$ cat config.mk
export PLATFORM = sky130hd
export DESIGN_NAME = tick_scheduler
export DESIGN_NICKNAME = d
export VERILOG_FILES = /design/src/rtl/tick_scheduler.sv
export SDC_FILE = /design/constraint.sdc
export NUM_CORES = 1
export LEC_CHECK = 0
export ABC_CLOCK_PERIOD_IN_PS = 10800
export BUFFER_PORTS_ARGS = -buffer_cell sky130_fd_sc_hd__buf_2
export CAP_MARGIN = 30
export CELL_PAD_IN_SITES_DETAIL_PLACEMENT = 0
export CELL_PAD_IN_SITES_GLOBAL_PLACEMENT = 1
export CORE_MARGIN = 2
export CORE_UTILIZATION = 39
export DETAILED_ROUTE_END_ITERATION = 12
export HOLD_SLACK_MARGIN = 0.02
export PLACE_DENSITY_LB_ADDON = 0.1
export SYNTH_ARGS = -nofsm -noshare
export SYNTH_HDL_FRONTEND = slang
export SYNTH_SLANG_ARGS = --single-unit
$ cat constraint.sdc
create_clock -name clk -period 10.8 [get_ports clk]
set_input_delay 2.16 -clock clk [delete_from_list [all_inputs] [get_ports clk]]
set_output_delay 2.16 -clock clk [all_outputs]
set_load 0.05 [all_outputs]
$ cat src/rtl/tick_scheduler.sv
// Prescaled base tick driving four independently programmable tick channels.
// Define TICK_SCHED_WAVE_EN to add the per-channel ch_wave square outputs.
module tick_scheduler #(
  parameter int CLK_HZ  = 100000000,
  parameter int BASE_HZ = 1000
) (
  input  logic        clk,
  input  logic        rst_n,
  input  logic        cfg_valid,
  output logic        cfg_ready,
  input  logic [1:0]  cfg_ch,
  input  logic [15:0] cfg_period,
  output logic        base_tick,
  output logic [3:0]  ch_tick,
`ifdef TICK_SCHED_WAVE_EN
  output logic [3:0]  ch_active,
  output logic [3:0]  ch_wave
`else
  output logic [3:0]  ch_active
`endif
);

  localparam int PRESCALE = CLK_HZ / BASE_HZ;
  localparam int PW = (PRESCALE > 1) ? $clog2(PRESCALE) : 1;
  localparam logic [PW-1:0] PRE_LAST = PW'(PRESCALE - 1);

  logic [PW-1:0] pre;
  logic [15:0]   per [4];
  logic [15:0]   cnt [4];
  logic [15:0]   nxt [4];
  logic [3:0]    pend;
  logic [3:0]    term;
  logic [3:0]    apply;
  logic [3:0]    xfer;

  assign base_tick = (pre == PRE_LAST);
  assign cfg_ready = ~pend[cfg_ch];

  // Idle channels pick up a pending period at once; live ones wait for wrap.
  always_comb begin
    term  = '0;
    apply = '0;
    xfer  = '0;
    for (int i = 0; i < 4; i++) begin
      term[i]  = base_tick && (per[i] != 16'd0)
              && (cnt[i] == per[i] - 16'd1);
      apply[i] = pend[i] && (term[i] || (per[i] == 16'd0));
      xfer[i]  = cfg_valid && cfg_ready && (cfg_ch == 2'(i));
    end
  end

  always_ff @(posedge clk or negedge rst_n) begin
    if (!rst_n) begin
      pre       <= '0;
      pend      <= '0;
      ch_tick   <= '0;
      ch_active <= '0;
      for (int i = 0; i < 4; i++) begin
        per[i] <= '0;
        cnt[i] <= '0;
        nxt[i] <= '0;
      end
    end else begin
      pre     <= base_tick ? '0 : pre + PW'(1);
      ch_tick <= term;
      for (int i = 0; i < 4; i++) begin
        if (apply[i]) begin
          per[i]       <= nxt[i];
          cnt[i]       <= '0;
          pend[i]      <= 1'b0;
          ch_active[i] <= |nxt[i];
        end else if (term[i]) begin
          cnt[i] <= '0;
        end else if (base_tick && (per[i] != 16'd0)) begin
          cnt[i] <= cnt[i] + 16'd1;
        end
        if (xfer[i]) begin
          nxt[i]  <= cfg_period;
          pend[i] <= 1'b1;
        end
      end
    end
  end

`ifdef TICK_SCHED_WAVE_EN
  always_ff @(posedge clk or negedge rst_n) begin
    if (!rst_n) begin
      ch_wave <= '0;
    end else begin
      for (int i = 0; i < 4; i++) begin
        if (apply[i] && (nxt[i] == 16'd0)) begin
          ch_wave[i] <= 1'b0;
        end else if (term[i]) begin
          ch_wave[i] <= ~ch_wave[i];
        end
      end
    end
  end
`endif

endmodule

==> results of run 1 <==
==> per-layer routing <==
layer  routed length, um  share of wire (%)  up-vias
li1                    -                  -     4488
met1               16100                 52     4579
met2               13500                 43      126
met3                 981                3.2       30
met4                 467                1.5        0
met5                   0                  0        -
==> cell families (layout without fill, tap and decap cells) <==
family | count (synthesis) | count (layout) | synth area share [%]
multiplexers | 115 | 115 | 10.7
AO/OA/AOI/OAI | 188 | 188 | 11.2
adder cells (fa/ha/maj) | 12 | 12 | 1.23
flip-flops | 221 | 221 | 45.2
buffers and inverters | 80 | 114 | 2.67
AND/OR/NAND/NOR | 498 | 498 | 21.6
XOR/XNOR | 104 | 104 | 7.44
==> cell type report <==
cell class / count / area, sq um / area share, %
tap: 396 / 495 / 3.64
clock buffer: 39 / 761 / 5.58
clock inverter: 7 / 66.3 / 0.487
inverter: 26 / 97.6 / 0.716
timing repair buffer: 42 / 268 / 1.96
sequential: 221 / 5530 / 40.6
multi-input combinational: 917 / 6410 / 47.0
==> through the flow <==
step / hold slack [ns] / cell area (sq um) / util (%)
floorplan: 0.453 / 12200 / -
global placement: 0.473 / 12800 / 41.5
detailed placement: 0.480 / 12800 / 41.6
CTS: 0.493 / 13600 / 44.3
global route: 0.525 / 13600 / 44.3
finish: 0.494 / 13600 / 44.3
==> worst max-delay path, delay by kind of cell (launching register included) <==
| family | cells | cell delay (ns) |
|---|---|---|
| and+or+nand+nor | 2 | 1.25 |
| buffers and inverters | 2 | 1.02 |
| DFF | 1 | 0.42 |
==> worst paths after layout <==
path | to | slack (ns)
worst max-delay path | base_tick | 5.42
worst min-delay path | pre[8] | 0.49
worst max register to register | cnt[9] | 6.66
worst min register to register | pre[8] | 0.49
max in group asynchronous | cnt[45] | 7.93
min in group asynchronous | cnt[4] | 1.62
==> placed cells by master (no fill, tap or decap), types with 30 or more instances in the layout <==
master,synthesis,layout
dfrtp_1,221,221
nand2_1,119,119
mux2_2,103,103
nor2_1,81,81
xor2_1,55,55
nand3_1,54,54
xnor2_1,49,49
o21ai_0,39,39
nor4_1,36,36
nand4_1,31,31
nor3_1,32,31
buf_2,6,30
==> state kept, by name, indices dropped and copies added, names as in the netlist <==
register and cells:
pre 17, ch_tick 4, pend 4, nxt 64
cnt 64, per 64, ch_active 4
==> where the power goes <==
part	switching, mW	internal [mW]	total (mW)
Clock	0.346	0.508	0.854
Combinational	0.517	0.479	0.996
Sequential	0.321	1.06	1.38
==> flow_metrics.py, run 1 <==
metrics = {
    "run_status": {
        "outcome": "completed",
    },
    "place": {
        "gp_congestion": 0.824,
        "dp_slack_ns": 5.50,
        "dpl.hpwl_um": 22300,
        "dpl.cell_count": 1602,
        "portBuffers": 30,
    },
    "grt": {
        "gr-total-overflow": 0,
        "grt_pass1_vias": 9182,
        "grt.total_usage_pct": 19.2,
        "grt_max_degree": 78,
        "busiest_layer": "met2",
        "grt_pass1_wl_um": 51300,
        "gr-usage-met1_pct": 28.7,
        "grt_util_met3_pct": 2.56,
        "antenna_found_initial": 0,
        "use_met2_pct": 29.6,
    },
    "sta": {
        "tns_ns": 0,
        "fin_ws_ns": 5.42,
        "worst_slew_pin_slew_ns": 0.958,
        "slew_violations": 0,
        "clock_skew_ns": 0.0107,
        "max_freq_mhz": 186,
        "min_period_ns": 5.38,
        "period_share_pct": 49.8,
        "rsz0062_at_grt": "no",
        "setup_violations": 0,
        "hold_viol": 0,
        "relSlewSlack_pct": 35.2,
    },
    "synth": {
        "synth.distinct_cells": 78,
        "synthesis.nets": 1251,
        "ys_seq_elements": 221,
        "yosysTopAreaCell": "dfrtp_1",
        "synth-async-reset-ratio_pct": 100,
        "netlist_area_sq_um": 12200,
        "syn-mean-instance-area_sq_um": 10.0,
        "ys_seq_area_share_pct": 45.2,
        "synth-edff-count": 0,
        "synthTopCellsByArea": "dfrtp_1, mux2_2, xor2_1, nand2_1, xnor2_1",
        "synthDominantCellAreaShare_pct": 45.2,
        "synthCells": 1218,
        "synth_ff_type": "dfrtp_1",
        "yosysMostFrequentCell": "dfrtp_1",
        "yosysWarnings": 0,
        "synth_common_cells": "dfrtp_1, nand2_1, mux2_2",
    },
    "detailed_routing": {
        "wl_per_cell_um": 18.9,
        "first_pass_iters": 5,
        "drt_iter0_drc": 570,
        "via_per_inst": 5.60,
        "drc": 0,
        "via_count": 9223,
        "wl_um": 31100,
        "ant_nets": 0,
    },
    "die": {
        "die_h_um": 181,
        "io_pins": 31,
        "design.core.area_sq_um": 30700,
        "dieWidth_um": 181,
        "start_util_pct": 39.8,
        "rows": 64,
        "dieArea_sq_um": 32800,
    },
    "final_layout": {
        "areaGrowthSynthToFinish_pct": 11.4,
        "drive_gt1_share_pct": 17.4,
        "fillers": 2989,
        "fin_cells": 1648,
        "finalNetCount": 1267,
        "antenna_cells": 0,
    },
    "clocking": {
        "cts_buffers": 26,
        "cts_hold_buf": 0,
        "cts_num_sinks": 221,
        "h-tree-depth": 1,
        "cts.reportedPaths.clkPinSlew_ns": 0.05,
        "post_cts.repair.setup_buffers": 0,
        "cts_root_buf": "clkbuf_16",
        "cts_resized": 0,
        "clockBufferDepth": 3,
        "cts_tree": "built",
        "clkLatencyLatePin_ns": 0.53,
    },
    "worst_setup_path": {
        "max_stage_delay_ns": 0.69,
        "startpoint_type": "register",
        "required_ns": 8.64,
        "reg2regPathDepth": 9,
        "arrival_ns": 3.22,
        "worstPathMaxFanout": 16,
        "r2r_start": "pre[6]",
        "endpoint_kind": "output pin",
        "crit_chain": "or4b_2 > or4_1 > inv_1 > buf_2",
        "crit_type": "reg -> out",
        "crit_start": "pre[6]",
        "crit_path_top_delay_cell": "or4b_2",
    },
    "pwr": {
        "ir_worst_vdd_uv": 155,
        "p_per_area_nw_per_um2": 237,
        "power.total_mw": 3.23,
        "p_leak_nw": 5.96,
    },
    "hold_path": {
        "hp-class": "reg -> reg",
        "hp-start": "pre[8]",
        "hold_depth": 1,
    },
    "flow_run": {
        "drv_cap": 0,
    },
}
(Power assumes the default switching activity.)
==> run 2, diff against run 1 <==
--- a/config.mk
+++ b/config.mk
@@ -5,7 +5,8 @@
 export SDC_FILE = /design/constraint.sdc
 export NUM_CORES = 1
 export LEC_CHECK = 0
-export ABC_CLOCK_PERIOD_IN_PS = 10800
+export ABC_AREA = 1
+export ABC_CLOCK_PERIOD_IN_PS = 5000
 export BUFFER_PORTS_ARGS = -buffer_cell sky130_fd_sc_hd__buf_2
 export CAP_MARGIN = 30
 export CELL_PAD_IN_SITES_DETAIL_PLACEMENT = 0
==> constraint.sdc (replaced) <==
create_clock -name clk -period 5 [get_ports clk]
set_input_delay 1 -clock clk [delete_from_list [all_inputs] [get_ports clk]]
set_output_delay 1 -clock clk [all_outputs]
set_load 0.05 [all_outputs]
==> run 2 against run 1 <==
  * Clock-buffer cell count fell by 3
  * Clock skew rose by 0.0041 ns
  * Core utilization fell by 0.60 points
  * Sequential power rose by 110%
  * Critical path type unchanged
  * Largest power group is now combinational cells
==> flow_metrics.py, run 2 <==
metrics = {
    "synth": {
        "syn-mean-instance-area_sq_um": 6.99,
        "synth-edff-count": 0,
        "synthesis.nets": 1990,
        "yosysWarnings": 0,
        "synthTopCellsByArea": "dfrtp_1, nand2_1, nand3_1, inv_1, nor2_1",
        "synth_ff_type": "dfrtp_1",
        "yosysMostFrequentCell": "nand2_1",
        "netlist_area_sq_um": 13700,
        "synth-async-reset-ratio_pct": 100,
        "synth_common_cells": "nand2_1, inv_1, dfrtp_1",
        "synthCells": 1957,
        "synth.distinct_cells": 43,
        "ys_seq_elements": 221,
        "ys_seq_area_share_pct": 40.5,
        "synthDominantCellAreaShare_pct": 40.5,
        "yosysTopAreaCell": "dfrtp_1",
    },
    "detailed_routing": {
        "via_count": 12005,
        "wl_um": 37300,
        "first_pass_iters": 7,
        "wl_per_cell_um": 15.3,
        "via_per_inst": 4.91,
        "drc": 0,
        "ant_nets": 0,
        "drt_iter0_drc": 728,
    },
    "grt": {
        "grt_pass1_wl_um": 61700,
        "grt_max_degree": 97,
        "grt.total_usage_pct": 21.1,
        "grt_pass1_vias": 11354,
        "gr-total-overflow": 0,
        "antenna_found_initial": 0,
    },
    "sta": {
        "max_freq_mhz": 308,
        "setup_violations": 0,
        "relSlewSlack_pct": 34.1,
        "clock_skew_ns": 0.0148,
        "hold_viol": 0,
        "rsz0062_at_grt": "no",
        "slew_violations": 0,
        "period_share_pct": 65.0,
        "min_period_ns": 3.25,
        "worst_slew_pin_slew_ns": 0.985,
        "tns_ns": 0,
    },
    "worst_setup_path": {
        "required_ns": 4.00,
        "crit_path_top_delay_cell": "dfrtp_1",
        "endpoint_kind": "output pin",
        "crit_start": "pend[1]",
        "arrival_ns": 2.25,
        "crit_chain": "inv_1 > nand3_1 > nand4_1 > buf_2",
        "max_stage_delay_ns": 0.75,
        "r2r_start": "per[0]",
        "worstPathMaxFanout": 20,
        "crit_type": "reg -> out",
        "startpoint_type": "register",
    },
    "final_layout": {
        "layout_commonest_cell": "nand2_1",
        "finalNetCount": 2003,
        "reg.largest.list": "cnt: 64 flops, nxt: 64 flops, per: 64 flops",
        "fillers": 3644,
        "drive_gt1_share_pct": 6.83,
        "multi_input_area_sq_um": 6930,
        "fin_util_pct": 43.7,
        "layout_common_cells": "nand2_1, inv_1, dfrtp_1",
        "antenna_cells": 0,
        "final_area_sq_um": 15100,
        "seq_area_sq_um": 5530,
        "areaGrowthSynthToFinish_pct": 10.5,
    },
    "clocking": {
        "cts.reportedPaths.clkPinSlew_ns": 0.06,
        "clockBufferDepth": 3,
        "cts_root_buf": "clkbuf_16",
        "cts_buffers": 27,
        "cts_hold_buf": 0,
        "cts_num_sinks": 221,
        "clkLatencyLatePin_ns": 0.55,
        "h-tree-depth": 1,
        "cts_resized": 0,
        "cts_tree": "built",
        "post_cts.repair.setup_buffers": 0,
    },
    "die": {
        "dieArea_sq_um": 36600,
        "start_util_pct": 39.6,
        "die_h_um": 191,
        "rows": 68,
        "design.core.area_sq_um": 34500,
        "dieWidth_um": 191,
        "io_pins": 31,
    },
    "place": {
        "gp_congestion": 0.839,
        "dpl.hpwl_um": 28300,
        "portBuffers": 30,
        "place_area_sq_um": 14200,
    },
    "flow_run": {
        "drv_cap": 0,
    },
    "pwr": {
        "p_per_area_nw_per_um2": 542,
        "ir_worst_vdd_uv": 348,
        "p_leak_nw": 7.66,
        "power.total_mw": 8.18,
    },
    "hold_path": {
        "hp-start": "pre[0]",
        "hp-class": "reg -> reg",
    },
    "run_status": {
        "outcome": "completed",
    },
}
-- run 2: cell type report --
class                           count  share of cell area [%]
Multi-Input combinational cell   1435                    45.9
Sequential cell                   221                    36.6
Inverter                          247                    6.14
Clock buffer                       36                    4.96
Tap cell                          455                    3.77
Timing Repair Buffer               38                    1.61
Clock inverter                     13                    1.03
-- run 2: report_power, final --
| group | leakage, nW | total (mW) | switching (mW) | internal (mW) |
|---|---|---|---|---|
| combinational | 4.32 | 3.27 | 2.16 | 1.11 |
| sequential | 2.89 | 2.92 | 0.648 | 2.27 |
| clock | 0.438 | 2.00 | 0.790 | 1.21 |
| total | 7.66 | 8.18 | 3.60 | 4.59 |
-- run 2: worst max-delay path, delay by kind of cell, from the launching register on --
kind | cells | cell delay, ns
simple gates | 2 | 0.35
buf+inv | 2 | 0.61
flops | 1 | 0.75
-- run 2: worst paths after layout --
check | endpoint | slack [ns] | depth (start not counted)
min in group asynchronous | cnt[8] | 0.48 | 1
max | cfg_ready | 1.75 | 4
min reg2reg | pre[0] | 0.46 | 1
max reg2reg | per[12] | 2.14 | 13
min | pre[0] | 0.46 | 1
max in group asynchronous | cnt[33] | 3.31 | 2
-- run 2: cell families (layout without fill, tap and decap cells) --
family                     after synthesis  count (layout)  share of synthesized area [%]
xor gates and xnor gates                97              97                           6.21
and+or+nand+nor                       1174            1174                           37.4
buffers and inverters                  301             334                           8.87
DFF                                    221             221                           40.5
AOI/OAI and AO/OA                      152             152                           5.99
adders and majority gates               12              12                           1.10
-- run 2: per-layer routing --
layer / vias up / share of wire (%) / track usage, % / wire [um]
met1: 5553 / 51 / 31.8 / 19000
met4: 0 / 1.7 / 4.64 / 637
met3: 47 / 4.0 / 2.48 / 1500
met5: - / 0 / 0 / 0
li1: 6230 / - / - / -
met2: 175 / 43 / 32.4 / 16100
-- run 2: metrics by stage --
step / cells / hold WS, ns / setup slack (ns)
after floorplan: 1957 / 0.433 / 2.26
after global placement: 2393 / 0.444 / 2.03
after detailed placement: 2396 / 0.459 / 2.15
after CTS: 2445 / 0.467 / 1.72
after global routing: 2445 / 0.488 / 1.54
final: 2445 / 0.461 / 1.75
